File: src/rtl/apb_arb_pkg.sv
// Shared types and constants for the two-requester APB master.
package apb_arb_pkg;

    typedef enum logic [1:0] {
        IDLE   = 2'd0,
        SETUP  = 2'd1,
        ACCESS = 2'd2,
        RESP   = 2'd3
    } apb_state_e;

    localparam logic [1:0] SEL_NONE = 2'b00;
    localparam logic [1:0] SEL_GPIO = 2'b01;
    localparam logic [1:0] SEL_UART = 2'b10;

    localparam logic [2:0] PPROT_DEFAULT = 3'b000;

    function automatic logic [1:0] onehot2(input logic idx);
        return idx ? 2'b10 : 2'b01;
    endfunction

endpackage

File: src/rtl/rr_arbiter2.sv
// Two-way round-robin arbiter: one-hot grant, pointer flips away from the winner.
module rr_arbiter2
    import apb_arb_pkg::*;
(
    input  logic       clk_i,
    input  logic       rst_i,
    input  logic [1:0] req_i,
    input  logic       adv_i,
    output logic [1:0] gnt_o,
    output logic       gnt_idx_o
);

    logic prio_q;

    // NOTE: every output of a combinational block gets a default first, so no path can infer a latch.
    always_comb begin
        gnt_idx_o = prio_q;
        if (req_i == 2'b01) begin
            gnt_idx_o = 1'b0;
        end else if (req_i == 2'b10) begin
            gnt_idx_o = 1'b1;
        end
        gnt_o = (req_i != 2'b00) ? onehot2(gnt_idx_o) : 2'b00;
    end

    // NOTE: sequential state uses non-blocking assignments so all flops update together at the edge.
    always_ff @(posedge clk_i) begin
        if (rst_i) begin
            prio_q <= 1'b0;
        end else if (adv_i && (req_i != 2'b00)) begin
            prio_q <= ~gnt_idx_o;
        end
    end

endmodule

File: src/rtl/apb_master_arbiter.sv
// Two-requester APB master with round-robin arbitration and GPIO/UART decode.
// Optional ACCESS-phase watchdog enabled by defining APB_TIMEOUT_EN.
module apb_master_arbiter
    import apb_arb_pkg::*;
#(
    parameter int ADDR_W      = 32,
    parameter int DATA_W      = 32,
    parameter int SEL_BIT     = 8,
    parameter int TIMEOUT_CYC = 16
) (
    input  logic                PCLK,
    input  logic                PRESET,
    input  logic [1:0]          req_valid,
    input  logic [1:0]          req_write,
    input  logic [2*ADDR_W-1:0] req_addr,
    input  logic [2*DATA_W-1:0] req_wdata,
    output logic [1:0]          req_ready,
    output logic [1:0]          rsp_valid,
    output logic [DATA_W-1:0]   rsp_rdata,
    output logic                rsp_err,
    output logic                busy,
    output logic [ADDR_W-1:0]   PADDR,
    output logic [DATA_W-1:0]   PWDATA,
    output logic                PWRITE,
    output logic [1:0]          PSEL,
    output logic                PENABLE,
    output logic [2:0]          PPROT,
    input  logic [DATA_W-1:0]   PRDATA,
    input  logic                PREADY,
    input  logic                PSLVERR
);

    apb_state_e        state_q, state_d;
    logic              owner_q, owner_d;
    logic [ADDR_W-1:0] addr_q, addr_d;
    logic [DATA_W-1:0] wdata_q, wdata_d;
    logic              write_q, write_d;
    logic [1:0]        sel_q, sel_d;
    logic [DATA_W-1:0] rdata_q, rdata_d;
    logic              err_q, err_d;

    logic              arb_req;
    logic [1:0]        arb_gnt;
    logic              arb_idx;
    logic [ADDR_W-1:0] win_addr;
    logic              win_unmapped;
    logic [1:0]        win_sel;
    logic              tmo_hit;

    assign arb_req = (state_q == IDLE) && (req_valid != 2'b00);

    rr_arbiter2 u_arb (
        .clk_i     (PCLK),
        .rst_i     (PRESET),
        .req_i     (req_valid),
        .adv_i     (arb_req),
        .gnt_o     (arb_gnt),
        .gnt_idx_o (arb_idx)
    );

    assign win_addr     = arb_idx ? req_addr[2*ADDR_W-1:ADDR_W] : req_addr[ADDR_W-1:0];
    assign win_unmapped = |win_addr[ADDR_W-1:SEL_BIT+1];
    assign win_sel      = win_unmapped      ? SEL_NONE :
                          win_addr[SEL_BIT] ? SEL_UART : SEL_GPIO;

`ifdef APB_TIMEOUT_EN
    localparam int TMO_W = (TIMEOUT_CYC > 1) ? $clog2(TIMEOUT_CYC) : 1;

    logic [TMO_W-1:0] tmo_q, tmo_d;

    // The counter holds completed wait cycles; the one about to complete is the limit-th.
    assign tmo_hit = (state_q == ACCESS) && !PREADY && (tmo_q == TMO_W'(TIMEOUT_CYC - 1));

    always_comb begin
        tmo_d = tmo_q;
        if (state_q == SETUP) begin
            tmo_d = '0;
        end else if ((state_q == ACCESS) && !PREADY) begin
            tmo_d = tmo_q + 1'b1;
        end
    end

    always_ff @(posedge PCLK) begin
        if (PRESET) begin
            tmo_q <= '0;
        end else begin
            tmo_q <= tmo_d;
        end
    end
`else
    assign tmo_hit = 1'b0;
`endif

    always_comb begin
        state_d = state_q;
        owner_d = owner_q;
        addr_d  = addr_q;
        wdata_d = wdata_q;
        write_d = write_q;
        sel_d   = sel_q;
        rdata_d = rdata_q;
        err_d   = err_q;
        case (state_q)
            IDLE: begin
                if (arb_req) begin
                    owner_d = arb_idx;
                    addr_d  = win_addr;
                    wdata_d = arb_idx ? req_wdata[2*DATA_W-1:DATA_W] : req_wdata[DATA_W-1:0];
                    write_d = req_write[arb_idx];
                    sel_d   = win_sel;
                    rdata_d = '0;
                    err_d   = win_unmapped;
                    // Unmapped addresses never touch the bus.
                    state_d = win_unmapped ? RESP : SETUP;
                end
            end
            SETUP: state_d = ACCESS;
            ACCESS: begin
                if (PREADY) begin
                    rdata_d = (write_q || PSLVERR) ? '0 : PRDATA;
                    err_d   = PSLVERR;
                    state_d = RESP;
                end else if (tmo_hit) begin
                    rdata_d = '0;
                    err_d   = 1'b1;
                    state_d = RESP;
                end
            end
            RESP:    state_d = IDLE;
            default: state_d = IDLE;
        endcase
    end

    always_ff @(posedge PCLK) begin
        if (PRESET) begin
            state_q <= IDLE;
            owner_q <= 1'b0;
            addr_q  <= '0;
            wdata_q <= '0;
            write_q <= 1'b0;
            sel_q   <= SEL_NONE;
            rdata_q <= '0;
            err_q   <= 1'b0;
        end else begin
            state_q <= state_d;
            owner_q <= owner_d;
            addr_q  <= addr_d;
            wdata_q <= wdata_d;
            write_q <= write_d;
            sel_q   <= sel_d;
            rdata_q <= rdata_d;
            err_q   <= err_d;
        end
    end

    // Accept pulse is gated by reset so nothing is granted while reset is held.
    assign req_ready = (arb_req && !PRESET) ? arb_gnt : 2'b00;
    assign rsp_valid = (state_q == RESP) ? onehot2(owner_q) : 2'b00;
    assign rsp_rdata = (state_q == RESP) ? rdata_q : '0;
    assign rsp_err   = (state_q == RESP) && err_q;
    assign busy      = (state_q != IDLE);

    assign PSEL    = ((state_q == SETUP) || (state_q == ACCESS)) ? sel_q : SEL_NONE;
    assign PENABLE = (state_q == ACCESS);
    assign PADDR   = addr_q;
    assign PWDATA  = wdata_q;
    assign PWRITE  = write_q;
    assign PPROT   = PPROT_DEFAULT;

endmodule

File: config.mk
export PLATFORM = sky130hd
export DESIGN_NAME = apb_master_arbiter
export DESIGN_NICKNAME = d
export VERILOG_FILES = /design/src/rtl/apb_arb_pkg.sv /design/src/rtl/rr_arbiter2.sv /design/src/rtl/apb_master_arbiter.sv
export SDC_FILE = /design/constraint.sdc
export NUM_CORES = 1
export LEC_CHECK = 0
export ABC_AREA = 1
export BUFFER_PORTS_ARGS = -buffer_cell sky130_fd_sc_hd__buf_4
export CORE_MARGIN = 1
export CORE_UTILIZATION = 45
export DETAILED_ROUTE_END_ITERATION = 10
export GPL_TIMING_DRIVEN = 0
export PLACE_DENSITY = 0.81
export SKIP_CTS_REPAIR_TIMING = 1
export SLEW_MARGIN = 20
export SYNTH_ARGS = -nofsm -noshare
export SYNTH_HDL_FRONTEND = slang
export SYNTH_SLANG_ARGS = --single-unit
File: constraint.sdc
create_clock -name PCLK -period 3.95 [get_ports PCLK]
set_input_delay 0.1975 -clock PCLK [delete_from_list [all_inputs] [get_ports PCLK]]
set_output_delay 0.1975 -clock PCLK [all_outputs]
set_load 0.02 [all_outputs]
==> metrics.md, run 1 <==
| Metric | Value |
|---|---|
| Clock Sinks | `104` |
| Routed via count | `5615` |
| GRT Total Usage | `0.276` |
| Maxcap violations | `0` |
| Critical path peak fanout | `10` |
| Top cells by area, synth | `dfxtp_1, nand2_1, nand3b_1` |
| Worst vdd ir | `0.291 mV` |
| Pwr Density | `557 nW/µm²` |
| Worst Path Arrival | `2.40 ns` |
| Number of global-route vias before repair | `5277` |
| Core Box Area | `10800 µm²` |
| Dominant cell type by area after synthesis | `dfxtp_1` |
| Crit end category | `primary output` |
| Longest Clk Path Bufs | `2` |
| Initial antenna violation count | `0` |
| Layout cells sized above 1 | `0.313` |
| Clock skew | `0.0129 ns` |
| Post-Syn Area per Cell | `6.84 µm²` |
| Fin nets | `1187` |
| Slew Limit Headroom | `0.588` |
| Setup TNS | `0 ns` |
| Synth Warn # | `0` |
| # diodes | `0` |
| Root buffer cell | `clkbuf_8` |
| Post-Syn Area | `4990 µm²` |
| TritonCTS clock tree | `yes` |
| Outcome | `completed` |
| Highest metal layer with signal wires | `met4` |
| DR WL met2 | `7850 µm` |
| Crit path kind | `register to primary output` |
| Post-synth cell types | `27` |
| Clk slew on worst S/H paths | `0.10 ns` |
| Grt ovf | `0` |
| Worst endpoint required time | `3.75 ns` |
| Final period util | `0.658` |
| Initial Util | `0.461` |
| Total Wirelength | `15900 µm` |
| Antenna Violating Nets Remaining | `0` |
| DRC | `0` |
| Vias/cell | `4.84` |
| Sequential cell area fraction in the yosys report | `0.417` |
| 1st-iter DRT viols | `298` |
| Port bufs | `272` |
| Final non-filler cell total | `1160` |
| WL met3 | `1270 µm` |
| Die area | `11500 µm²` |
| CP Launch Type | `register` |
| Leakage | `3.85 nW` |
| DRT Pass-1 Iters | `5` |
| CTS Buf Count | `9` |
| Die height | `107 µm` |
| Latest clock arrival within the worst-skew pair | `0.36 ns` |
| DR WL/cell | `13.7 µm` |
| Setup-failing EPs final | `0` |
| Pin count of the biggest net entering global routing | `17` |
| Total power | `0.00414 W` |
| Worst Tran Pin Value | `0.618 ns` |
| Final Hold Viols | `0` |
| Number of synthesized register bits | `104` |
| IO Count | `277` |
| Area share of the largest cell type after synthesis | `0.417` |
| Detailed placement HPWL | `12500 µm` |
| Metal-1 WL | `6450 µm` |
| Chip width | `107 µm` |
| First-pass GRT wire length | `24900 µm` |
| RSZ-0062 raised after global routing | `false` |
| Std cell rows | `38` |
| Max Clk Rate | `384 MHz` |
| Post-Syn Instances | `730` |
| Placer Congestion | `0.845` |
| Slew Viols, Final | `0` |
| H-Tree Depth | `3` |
| Worst hold path type | `primary input to register` |
| Dpl cells | `1144` |
| Area delta synth->final | `48.9%` |
| Fill cell count | `982` |
| Clock period minus worst slack | `2.60 ns` |
[where the power goes]
| group | leakage [nW] | internal, W | switching [W] |
|---|---|---|---|
| combinational | 2.89 | 0.000756 | 0.00125 |
| clock | 0.110 | 0.000350 | 0.000363 |
| sequential | 0.851 | 0.00129 | 0.000133 |
[stage by stage]
step | utilization | instance area, µm² | hold slack [ns] | setup slack, ns
floorplan | - | 5000 | 0.352 | 1.89
global placement | 0.666 | 7220 | 0.443 | 1.77
detailed placement | 0.666 | 7220 | 0.456 | 1.75
CTS | 0.686 | 7430 | 0.0769 | 1.31
global route | 0.686 | 7430 | 0.0777 | 1.09
finish | 0.686 | 7430 | 0.0897 | 1.35
[layout make-up]
type / instances / area (µm²) / area share
buffer: 51 / 255 / 0.0343
clock buffer: 13 / 169 / 0.0227
clock inverter: 3 / 47.5 / 0.00640
inverter: 88 / 330 / 0.0444
multi-input combinational: 489 / 2330 / 0.314
sequential: 104 / 2080 / 0.280
tap: 140 / 175 / 0.0236
timing repair buffer: 272 / 2040 / 0.275
[cell families (layout without fill, tap and decap cells)]
group / count (synthesis) / in the layout / share of synthesized area
AND/OR/NAND/NOR: 374 / 374 / 0.326
buffers and inverters: 139 / 427 / 0.117
AO/OA/AOI/OAI: 107 / 107 / 0.127
flip-flops: 104 / 104 / 0.417
adder cells (fa/ha/maj): 4 / 4 / 0.0100
other: 1 / 3 / 0.000751
multiplexers: 1 / 1 / 0.00201
[Yosys cell counts (all sizes together)]
master / n
a211oi: 1
a21oi: 39
a221oi: 1
a31oi: 40
buf: 27
clkbuf: 24
conb: 1
dfxtp: 104
ha: 4
inv: 88
mux2i: 1
nand2: 272
nand3: 14
nand3b: 45
nand4: 1
nor2: 40
nor3: 2
o211ai: 15
o21ai: 11
[sequential cells by signal, indices dropped and copies added, names as in the netlist]
| signal | flops |
|---|---|
| PADDR | 32 |
| PWDATA | 32 |
| rdata_q | 32 |
| sel_q | 2 |
| state_q | 2 |
| PWRITE | 1 |
| err_q | 1 |
| owner_q | 1 |
| u_arb.prio_q | 1 |
[cells in the final DEF, fill, tap and decap left out, types with 10 or more instances in the layout]
cell type,synthesis,layout
buf_4,4,276
nand2_1,269,269
dfxtp_1,104,104
inv_1,87,87
nand3b_1,45,45
a31oi_1,40,40
a21oi_1,38,38
nor2_1,36,36
clkbuf_1,24,25
buf_2,15,15
o211ai_1,15,15
nand3_1,14,14
clkbuf_8,0,12
o21ai_0,10,10
[per-layer routing]
metal,up-vias,global-route usage
met2,218,0.480
li1,2862,-
met1,2504,0.328
met4,0,0.0988
met3,31,0.0678
met5,-,0
[final timing paths]
check                           depth (start not counted)                      end  slack, ns                    start
worst max register to register                          9  PWDATA[11]$_SDFFE_PP0P_       1.86  state_q[1]$_SDFFE_PP0P_
worst min-delay path                                    3      PWRITE$_SDFFE_PP0P_       0.09             req_write[1]
worst max-delay path                                   10             req_ready[1]       1.35  state_q[0]$_SDFFE_PP0P_
worst min register to register                          2  rdata_q[4]$_SDFFE_PP0P_       0.47  rdata_q[4]$_SDFFE_PP0P_
[worst max-delay path: stages, from the launching register on]
cell and delay [ns]:
dfxtp_1 0.32, inv_1 0.13, ha_1 0.19, inv_1 0.10, nor2_1 0.33, inv_1 0.11, nor2_2 0.27, buf_2 0.28
inv_1 0.08, nor2_1 0.09, buf_4 0.16
Note: power is estimated with default switching activity, not from simulation.
==> run 2, diff against run 1 <==
CORE_UTILIZATION = 40   (was 45)
PLACE_DENSITY = 0.76   (was 0.81)
clock period = 2.13 ns   (was 3.95 ns; I/O delays follow)
==> run 2 against run 1 <==
Global-route usage fell by 2.4 points. Die area rose by 12%. Hold slack got worse by 0.078 ns. Clock power rose by 120%. Clock skew fell by 0.0064 ns. Via count fell by 0.77%. Register-to-register slack got worse by 1.6 ns. Sequential share of layout area fell by 0.54 points. Final area rose by 2.0%. First-iteration DRC count rose by 2.3%. Count of clock-buffer cells in the layout fell by 1. Power rose by 94%. Critical path type unchanged.
==> metrics.md, run 2 (synthesis results as in run 1) <==
| Metric | Value |
|---|---|
| IO Count | `277 (unchanged)` |
| CTS Buf Count | `9 (unchanged)` |
| CP Launch Type | `register` |
| Maxcap violations | `0 (unchanged)` |
| Worst endpoint required time | `2.02 ns (-1.73 ns)` |
| Port bufs | `272 (unchanged)` |
| Initial Util | `0.412 (-0.0483)` |
| Longest Clk Path Bufs | `2 (unchanged)` |
| Vias/cell | `4.69 (-3.1%)` |
| Core Box Area | `12100 µm² (+12%)` |
| Detailed placement HPWL | `12600 µm (+0.99%)` |
| Clock Sinks | `104 (unchanged)` |
| Clock period minus worst slack | `2.07 ns` |
| Highest metal layer with signal wires | `met4` |
| Outcome | `completed` |
| Root buffer cell | `clkbuf_16` |
| 1st-iter DRT viols | `305 (+2.3%)` |
| Metal-1 WL | `6650 µm (+3.0%)` |
| Std cell rows | `40 (+5.3%)` |
| Slew Viols, Final | `0 (unchanged)` |
| Setup-failing EPs final | `0 (unchanged)` |
| Antenna Violating Nets Remaining | `0 (unchanged)` |
| Pwr Density | `1060 nW/µm² (+91%)` |
| Critical path peak fanout | `10 (unchanged)` |
| Routed via count | `5572 (-0.77%)` |
| DR WL met2 | `7990 µm (+1.8%)` |
| Chip width | `114 µm (+6.0%)` |
| H-Tree Depth | `3 (unchanged)` |
| Pin count of the biggest net entering global routing | `16 (-1)` |
| Crit end category | `primary output` |
| Worst hold path type | `primary input to register` |
| DRC | `0 (unchanged)` |
| Clk slew on worst S/H paths | `0.07 ns (-0.03 ns)` |
| WL met3 | `1290 µm (+1.8%)` |
| Leakage | `3.90 nW (+1.3%)` |
| Number of global-route vias before repair | `5216 (-1.2%)` |
| TritonCTS clock tree | `yes` |
| Leading cell type in the layout, fill and taps excluded | `buf_4` |
| Fill cell count | `1197 (+22%)` |
| Area delta synth->final | `51.9%` |
| FF-to-FF path depth | `8 (-1)` |
| DR WL/cell | `13.7 µm (-0.40%)` |
| Final Hold Viols | `0 (unchanged)` |
| Layout cells sized above 1 | `0.322 (+0.00882)` |
| Final period util | `0.971` |
| Die area | `12900 µm² (+12%)` |
| Fin nets | `1189 (+0.17%)` |
| Die height | `114 µm (+6.0%)` |
| Latest clock arrival within the worst-skew pair | `0.35 ns (about the same)` |
| Max Clk Rate | `483 MHz` |
| Worst vdd ir | `0.605 mV (+110%)` |
| Commonest non-fill, non-tap cells in the layout | `buf_4, nand2_1, dfxtp_1` |
| Final Util | `0.626 (-0.0596)` |
| Total power | `0.00805 W (+94%)` |
| Worst Path Arrival | `1.96 ns (-0.44 ns)` |
| RR Startpoint | `state_q[0]$_SDFFE_PP0P_` |
| Worst Hold Depth | `3 (unchanged)` |
| Critical path startpoint | `state_q[0]$_SDFFE_PP0P_` |
| First-pass GRT wire length | `25600 µm (+2.5%)` |
| RSZ-0062 raised after global routing | `true` |
| GRT Total Usage | `0.252 (-0.0237)` |
| Initial antenna violation count | `0 (unchanged)` |
| Crit path kind | `register to primary output` |
| Slew Limit Headroom | `0.628 (+0.0401)` |
| DRT Pass-1 Iters | `5 (unchanged)` |
| Placer Congestion | `0.861 (+1.9%)` |
| Worst Tran Pin Value | `0.557 ns (-0.0601 ns)` |
| Total Wirelength | `16200 µm (+2.0%)` |
| Clock skew | `0.00652 ns (-0.00638 ns)` |
| # diodes | `0 (unchanged)` |
| Hold path startpoint | `req_write[0]` |
| Grt ovf | `0 (unchanged)` |
==> run 2: critical path, stage by stage, from the launching register on <==
cell     delay, ns
dfxtp_1       0.31
inv_1         0.11
ha_1          0.20
inv_2         0.08
nor2_4        0.12
inv_1         0.10
nor2_4        0.18
buf_4         0.20
inv_1         0.06
nor2_1        0.08
buf_4         0.16
==> run 2: through the flow <==
| stage | hold slack (ns) | cell area [µm²] | setup TNS, ns | setup WS (ns) | std cells |
|---|---|---|---|---|---|
| finish | 0.0118 | 7580 | 0 | 0.0614 | 1188 |
| global route | 0.0104 | 7580 | -0.0955 | -0.0813 | 1188 |
| CTS | 0.00117 | 7530 | -0.746 | -0.394 | 1186 |
| detailed placement | 0.373 | 7250 | -0.00359 | -0.00359 | 1172 |
| global placement | 0.364 | 7250 | 0 | 0.0215 | 1172 |
| floorplan | 0.261 | 5000 | 0 | 0.165 | 732 |
==> run 2: cell type report <==
| class | instances | area [µm²] | area share |
|---|---|---|---|
| Inverter | 88 | 330 | 0.0436 |
| Timing Repair Buffer | 274 | 2060 | 0.271 |
| Sequential cell | 104 | 2080 | 0.275 |
| Buffer | 51 | 272 | 0.0358 |
| Clock inverter | 2 | 15.0 | 0.00198 |
| Tap cell | 168 | 210 | 0.0277 |
| Clock buffer | 12 | 267 | 0.0351 |
| Multi-Input combinational cell | 489 | 2350 | 0.310 |
==> run 2: report_power, final <==
part / internal, W / switching, W / leakage [nW] / total, W
logic: 0.00146 / 0.00235 / 2.91 / 0.00382
clock network: 0.000876 / 0.000722 / 0.133 / 0.00160
registers: 0.00240 / 0.000245 / 0.852 / 0.00264
total: 0.00473 / 0.00332 / 3.90 / 0.00805
==> run 2: metal layers <==
layer / vias up / track usage
met5: - / 0
li1: 2867 / -
met2: 196 / 0.440
met1: 2491 / 0.289
met3: 18 / 0.0834
met4: 0 / 0.0833
==> run 2: final timing paths <==
path	to	slack, ns
setup / recovery	req_ready[1]	0.06
hold / removal	PWRITE$_SDFFE_PP0P_	0.01
setup reg to reg	rdata_q[2]$_SDFFE_PP0P_	0.22
hold reg to reg	rdata_q[16]$_SDFFE_PP0P_	0.46
